--- src/rtl/random_prefetch_wb32.sv ---
`default_nettype none
// ============================================================================
//  Module   : random_prefetch_wb32
//  Purpose  : Wishbone bus-master prefetcher for the multi-stream RNG
//             peripheral. After reset it seeds one stream. It then loops:
//             select the stream, read the current word, step the generator.
//             Fetched words are buffered in a small FIFO and handed to a
//             local consumer over a valid/ready handshake.
//  Ports    : clk_i, rst_ni (async, active-low), reseed_i (pulse)
//             Wishbone master: cyc_o, stb_o, we_o, cti_o, sel_o, adr_o,
//                              dat_o, ack_i, dat_i
//             Consumer side  : rnd_o, rnd_valid_o, rnd_ready_i, level_o
//             Status         : timeout_o (pulse), seeded_o
//  Revision : 1.0 - initial release
// ============================================================================
module random_prefetch_wb32 #(
    parameter logic [31:0] RNG_BASE = 32'hFEE10000,
    parameter logic [9:0]  STREAM   = 10'd0,
    parameter logic [31:0] SEED_Z   = 32'd17,
    parameter logic [31:0] SEED_W   = 32'd3,
    parameter int          DEPTH    = 8,
    parameter logic [7:0]  TIMEOUT  = 8'd255
) (
    input  logic                       clk_i,
    input  logic                       rst_ni,
    input  logic                       reseed_i,
    output logic                       cyc_o,
    output logic                       stb_o,
    output logic                       we_o,
    output logic [2:0]                 cti_o,
    output logic [3:0]                 sel_o,
    output logic [31:0]                adr_o,
    output logic [31:0]                dat_o,
    input  logic                       ack_i,
    input  logic [31:0]                dat_i,
    output logic [31:0]                rnd_o,
    output logic                       rnd_valid_o,
    input  logic                       rnd_ready_i,
    output logic [$clog2(DEPTH):0]     level_o,
    output logic                       timeout_o,
    output logic                       seeded_o
);

    localparam int             AW       = $clog2(DEPTH);
    localparam int             LW       = AW + 1;
    localparam logic [LW-1:0]  FULL_LVL = LW'(DEPTH);
    // Last counter value before giving up: TIMEOUT stb cycles in total.
    localparam logic [7:0]     TMO_LAST = TIMEOUT - 8'd1;

    typedef enum logic [2:0] {
        S_SEED_S = 3'd0,
        S_SEED_Z = 3'd1,
        S_SEED_W = 3'd2,
        S_IDLE   = 3'd3,
        S_SEL    = 3'd4,
        S_RD     = 3'd5,
        S_STEP   = 3'd6,
        S_GAP    = 3'd7
    } state_t;

    // ------------------------------------------------------------------
    // Registers
    // ------------------------------------------------------------------
    state_t          state_q, state_d;
    state_t          ret_q, ret_d;        // state to resume after GAP
    logic            cyc_q, cyc_d;
    logic            we_q, we_d;
    logic [31:0]     adr_q, adr_d;
    logic [31:0]     dat_q, dat_d;
    logic [7:0]      cnt_q, cnt_d;
    logic            timeout_q, timeout_d;
    logic            seeded_q, seeded_d;
    logic            pend_q, pend_d;      // reseed requested mid-transaction

    logic [AW-1:0]   wr_ptr_q, rd_ptr_q;
    logic [LW-1:0]   count_q;
    logic [31:0]     mem_q [DEPTH];

    // Per-state transaction description
    logic            tx_we_w;
    logic [3:0]      tx_off_w;
    logic [31:0]     tx_dat_w;
    state_t          tx_next_w;

    logic            push_w;
    logic            pop_w;
    logic            flush_w;
    logic            kill_w;
    logic            space_w;

    assign kill_w  = pend_q | reseed_i;
    assign space_w = (count_q < FULL_LVL);
    assign pop_w   = (count_q != '0) && rnd_ready_i;

    // ------------------------------------------------------------------
    // Transaction decode: what each bus state writes/reads and where the
    // sequence continues after a successful ack.
    // ------------------------------------------------------------------
    always_comb begin
        tx_we_w   = 1'b1;
        tx_off_w  = 4'h0;
        tx_dat_w  = 32'd0;
        tx_next_w = S_IDLE;
        case (state_q)
            S_SEED_S: begin
                tx_off_w  = 4'h4;
                tx_dat_w  = {22'd0, STREAM};
                tx_next_w = S_SEED_Z;
            end
            S_SEED_Z: begin
                tx_off_w  = 4'h8;
                tx_dat_w  = SEED_Z;
                tx_next_w = S_SEED_W;
            end
            S_SEED_W: begin
                tx_off_w  = 4'hC;
                tx_dat_w  = SEED_W;
                tx_next_w = S_IDLE;
            end
            S_SEL: begin
                tx_off_w  = 4'h4;
                tx_dat_w  = {22'd0, STREAM};
                tx_next_w = S_RD;
            end
            S_RD: begin
                tx_we_w   = 1'b0;
                tx_next_w = S_STEP;
            end
            S_STEP: begin
                tx_next_w = S_IDLE;
            end
            default: ;
        endcase
    end

    // ------------------------------------------------------------------
    // Control FSM: next state and registered bus outputs
    // ------------------------------------------------------------------
    always_comb begin
        state_d   = state_q;
        ret_d     = ret_q;
        cyc_d     = cyc_q;
        we_d      = we_q;
        adr_d     = adr_q;
        dat_d     = dat_q;
        cnt_d     = cnt_q;
        timeout_d = 1'b0;
        seeded_d  = seeded_q;
        pend_d    = pend_q;
        flush_w   = 1'b0;
        push_w    = 1'b0;

        case (state_q)
            S_IDLE: begin
                if (reseed_i) begin
                    flush_w = 1'b1;
                    state_d = S_SEED_S;
                end else if (space_w) begin
                    state_d = S_SEL;
                end
            end

            S_GAP: begin
                if (kill_w) begin
                    flush_w = 1'b1;
                    state_d = S_SEED_S;
                end else if (ret_q == S_IDLE && space_w) begin
                    // Skip the IDLE cycle when a fetch can start at once.
                    state_d = S_SEL;
                end else begin
                    state_d = ret_q;
                end
            end

            default: begin
                // A request arriving mid-transaction waits for it to end.
                pend_d = kill_w;
                if (!cyc_q) begin
                    cyc_d = 1'b1;
                    we_d  = tx_we_w;
                    adr_d = RNG_BASE + {28'd0, tx_off_w};
                    dat_d = tx_dat_w;
                    cnt_d = 8'd0;
                end else if (ack_i) begin
                    cyc_d   = 1'b0;
                    we_d    = 1'b0;
                    adr_d   = 32'd0;
                    dat_d   = 32'd0;
                    state_d = S_GAP;
                    ret_d   = tx_next_w;
                    if (state_q == S_RD && !kill_w) begin
                        push_w = 1'b1;
                    end
                    if (state_q == S_SEED_W && !kill_w) begin
                        seeded_d = 1'b1;
                    end
                end else if (cnt_q == TMO_LAST) begin
                    cyc_d     = 1'b0;
                    we_d      = 1'b0;
                    adr_d     = 32'd0;
                    dat_d     = 32'd0;
                    timeout_d = 1'b1;
                    state_d   = S_GAP;
                    ret_d     = state_q;   // retry the same transaction
                end else begin
                    cnt_d = cnt_q + 8'd1;
                end
            end
        endcase

        if (flush_w) begin
            seeded_d = 1'b0;
            pend_d   = 1'b0;
        end
    end

    always_ff @(posedge clk_i or negedge rst_ni) begin
        if (!rst_ni) begin
            state_q   <= S_SEED_S;
            ret_q     <= S_IDLE;
            cyc_q     <= 1'b0;
            we_q      <= 1'b0;
            adr_q     <= 32'd0;
            dat_q     <= 32'd0;
            cnt_q     <= 8'd0;
            timeout_q <= 1'b0;
            seeded_q  <= 1'b0;
            pend_q    <= 1'b0;
        end else begin
            state_q   <= state_d;
            ret_q     <= ret_d;
            cyc_q     <= cyc_d;
            we_q      <= we_d;
            adr_q     <= adr_d;
            dat_q     <= dat_d;
            cnt_q     <= cnt_d;
            timeout_q <= timeout_d;
            seeded_q  <= seeded_d;
            pend_q    <= pend_d;
        end
    end

    // ------------------------------------------------------------------
    // FIFO. A fetch only starts with space available and only one fetch
    // is ever outstanding, so a push never meets a full FIFO.
    // ------------------------------------------------------------------
    always_ff @(posedge clk_i or negedge rst_ni) begin
        if (!rst_ni) begin
            wr_ptr_q <= '0;
            rd_ptr_q <= '0;
            count_q  <= '0;
        end else if (flush_w) begin
            wr_ptr_q <= '0;
            rd_ptr_q <= '0;
            count_q  <= '0;
        end else begin
            if (push_w) begin
                wr_ptr_q <= wr_ptr_q + 1'b1;
            end
            if (pop_w) begin
                rd_ptr_q <= rd_ptr_q + 1'b1;
            end
            if (push_w && !pop_w) begin
                count_q <= count_q + 1'b1;
            end else if (!push_w && pop_w) begin
                count_q <= count_q - 1'b1;
            end
        end
    end

    always_ff @(posedge clk_i) begin
        if (push_w) begin
            mem_q[wr_ptr_q] <= dat_i;
        end
    end

    // ------------------------------------------------------------------
    // Outputs
    // ------------------------------------------------------------------
    assign cyc_o       = cyc_q;
    assign stb_o       = cyc_q;
    assign we_o        = we_q;
    assign cti_o       = 3'b111;
    assign sel_o       = 4'hF;
    assign adr_o       = adr_q;
    assign dat_o       = dat_q;
    // Gated so the RAM's unreset contents never reach the consumer.
    assign rnd_o       = (count_q != '0) ? mem_q[rd_ptr_q] : 32'd0;
    assign rnd_valid_o = (count_q != '0);
    assign level_o     = count_q;
    assign timeout_o   = timeout_q;
    assign seeded_o    = seeded_q;

endmodule
`default_nettype wire

--- config.mk ---
export PLATFORM = sky130hd
export DESIGN_NAME = random_prefetch_wb32
export DESIGN_NICKNAME = d
export VERILOG_FILES = /design/src/rtl/random_prefetch_wb32.sv
export SDC_FILE = /design/constraint.sdc
export NUM_CORES = 1
export LEC_CHECK = 0
export BUFFER_PORTS_ARGS = -buffer_cell sky130_fd_sc_hd__buf_2
export CORE_AREA = 2 2 209 108
export DETAILED_ROUTE_END_ITERATION = 8
export DIE_AREA = 0 0 211 110
export PLACE_DENSITY_LB_ADDON = 0.25
export SLEW_MARGIN = 0
export SYNTH_ARGS = -nofsm -noshare
export SYNTH_HDL_FRONTEND = slang
export SYNTH_SLANG_ARGS = --single-unit
--- constraint.sdc ---
create_clock -name clk_i -period 6.45 [get_ports clk_i]
set_clock_uncertainty 0.1 [all_clocks]
set_input_delay 0 -clock clk_i [delete_from_list [all_inputs] [get_ports clk_i]]
set_output_delay 0 -clock clk_i [all_outputs]
set_load 0.1 [all_outputs]
==> results.json <==
{
  "die-area_mm2": 0.0232,
  "yosys.area.top_type": "edfxtp_1",
  "critPathKind": "flip-flop to primary output",
  "cts.sinks": 290,
  "dp.cells": 1026,
  "run_status": "complete, no violations",
  "vias": 6297,
  "startpoint_type": "flip-flop",
  "crit_required_ns": 6.35,
  "synth_edf_count": 256,
  "min_path_type": "input pin to asynchronous set/reset pin",
  "start_util_pct": 57.1,
  "cp_max_fo": 45,
  "fmax_mhz": 299,
  "ff2ff_setup_slack_ns": 3.34,
  "synth_top_family_by_area": "multiplexers",
  "ys_top_cells_by_area": "edfxtp_1, mux4_2, dfrtp_1",
  "crit_arrival_ns": 3.24,
  "synthAdderAreaFrac_pct": 0.780,
  "synthSimpleGateAreaFrac_pct": 4.45,
  "syn_to_final_growth_pct": 13.2,
  "hold_violations": 0,
  "synth_most_common_cell": "edfxtp_1",
  "synth_compound_gate_area_share_pct": 3.71,
  "grt_overflow_total": 0,
  "cts_tree": "yes",
  "grt_max_degree": 47,
  "gp_congestion": 0.856,
  "nFillCells": 1472,
  "die_w_um": 211,
  "drc_errors": 0,
  "cts_buffers": 25,
  "grt_first_pass_wirelength_um": 34800,
  "drv_slew": 0,
  "setup_viol": 0,
  "synth-async-reset-ratio_pct": 11.7,
  "fin_area_mm2": 0.0138,
  "core-area_mm2": 0.0213,
  "synth_ff_type": "edfxtp_1",
  "num-nets-final": 853,
  "stdcell_count": 1107,
  "yosysUniqueCellTypes": 67,
  "synth_top_area_share_pct": 63.0,
  "synth_seq_cells": 290,
  "antennaDiodeCount": 0,
  "grt_pass1_vias": 6133,
  "setup_tns_ns": 0,
  "ant_nets": 0,
  "rsz0062_at_grt": "false",
  "pin_count": 150,
  "vias_per_cell": 5.69,
  "finalCriticalPeriod_ns": 3.34,
  "fin_crit_sh_pct": 51.8,
  "synthXorXnorAreaFrac_pct": 0.431,
  "avgSynthCellArea_um2": 17.9,
  "tightestPinTransition_ns": 1.15,
  "grtUsageTotal_pct": 20.0,
  "numPortBuffers": 94,
  "yosysWarnings": 0,
  "clock_latency_ns": 0.51,
  "clk_pin_slew_ns": 0.07,
  "synth_mux_area_share_pct": 14.8,
  "totalWireLength_um": 22900,
  "firstDrtPassIters": 4,
  "placed_cell_area_mm2": 0.0127,
  "layout-drive-gt1-share_pct": 27.4,
  "slew_headroom_pct": 23.5,
  "end_kind": "primary output",
  "syn_inst": 683,
  "drtIter0Drc": 444,
  "dp_hpwl_um": 14000,
  "root_buffer": "clkbuf_16",
  "maxCapViolCount": 0,
  "h-tree-depth": 1,
  "register_area_mm2": 0.00855,
  "netlist_area_mm2": 0.0122,
  "wl_per_cell_um": 20.6,
  "r2r_cells": 4,
  "multi_input_comb_area_mm2": 0.00321,
  "synth_sequential_area_ratio_pct": 70.0,
  "antenna_found_initial": 0,
  "cts_buffer_depth": 3,
  "synth_common_cells": "edfxtp_1, buf_4, mux4_2",
  "die_h_um": 110,
  "num_rows": 38,
  "holdWs_ns": 0.0113
}
worst max-delay path, cell delays in order (launching register included):
cell and delay [ns]:
dfrtp_4 0.71, buf_4 0.78, mux4_2 0.61, mux2i_1 0.14
nor2_1 0.10, buf_2 0.33
layout make-up:
type	count	share of cell area, %
flip-flops and latches	290	61.9
multi-input cells	337	23.3
repair buffers	144	6.78
clock buffers	34	4.78
well taps	280	2.54
clock inverters	11	0.417
inverters	11	0.308
registers in the layout (all words and copies together) (netlist names):
| register | cells |
|---|---|
| level_o | 4 |
| wr_ptr_q | 3 |
| rd_ptr_q | 3 |
| state_q | 3 |
| dat_o | 2 |
| mem_q | 256 |
| adr_o | 3 |
| pend_q | 1 |
| ret_q | 3 |
| cnt_q | 8 |
| seeded_o | 1 |
| timeout_o | 1 |
| cyc_o | 1 |
| we_o | 1 |
path summary, 6_finish.rpt:
kind / start / to
max: rd_ptr_q[0] / rnd_o[21]
min in group clk_i: dat_i[29] / mem_q[0][29]
max reg2reg: cyc_o / mem_q[3][10]
min: rst_ni / we_o
max in group asynchronous: rst_ni / rd_ptr_q[0]
min reg2reg: adr_o[3] / adr_o[3]
repair_timing:
item | in CTS | in global routing
resized for setup | 0 | 0
hold buffers | 36 | 0
setup buffers | 0 | 0
endpoints found under the hold margin | 309 | 0
per-layer routing:
layer	track usage [%]	part of all wire, %	wire length (um)
met1	30.4	47	10700
met2	31.8	46	10600
met3	3.12	5.4	1230
met4	3.57	1.5	350
met5	0	0	0
cell families (layout without fill, tap and decap cells):
group / after synthesis / after routing
AOI/OAI and AO/OA: 59 / 59
xor gates and xnor gates: 6 / 6
adders and majority gates: 7 / 7
buffers and inverters: 109 / 200
DFF: 290 / 290
muxes: 100 / 100
other: 2 / 55
and+or+nand+nor: 110 / 110
cells in the final DEF, fill, tap and decap left out, types with 4 or more instances in the layout:
master / count
mux4_2: 64
clkinv_1: 7
clkinv_2: 4
ha_1: 6
o21ai_0: 7
nor3_1: 8
a21oi_1: 12
buf_2: 94
nand2_1: 20
clkbuf_1: 9
and3_1: 4
nor2_1: 47
xnor2_1: 4
buf_4: 14
dfrtp_1: 29
inv_1: 7
clkbuf_16: 25
dlygate4sd3_1: 36
nor3_2: 4
mux2i_1: 35
edfxtp_1: 256
conb_1: 55
a31oi_1: 6
o31ai_1: 4
per-stage QoR:
step	worst slack, ns	util, %
final	3.11	64.7
after global routing	2.86	64.7
after CTS	3.00	64.7
after detailed placement	3.36	59.6
after global placement	3.43	59.6
after floorplan	1.09	-
Power is not shown: default switching activity piles up to over one toggle a cycle in this logic, so the estimate is an artifact.
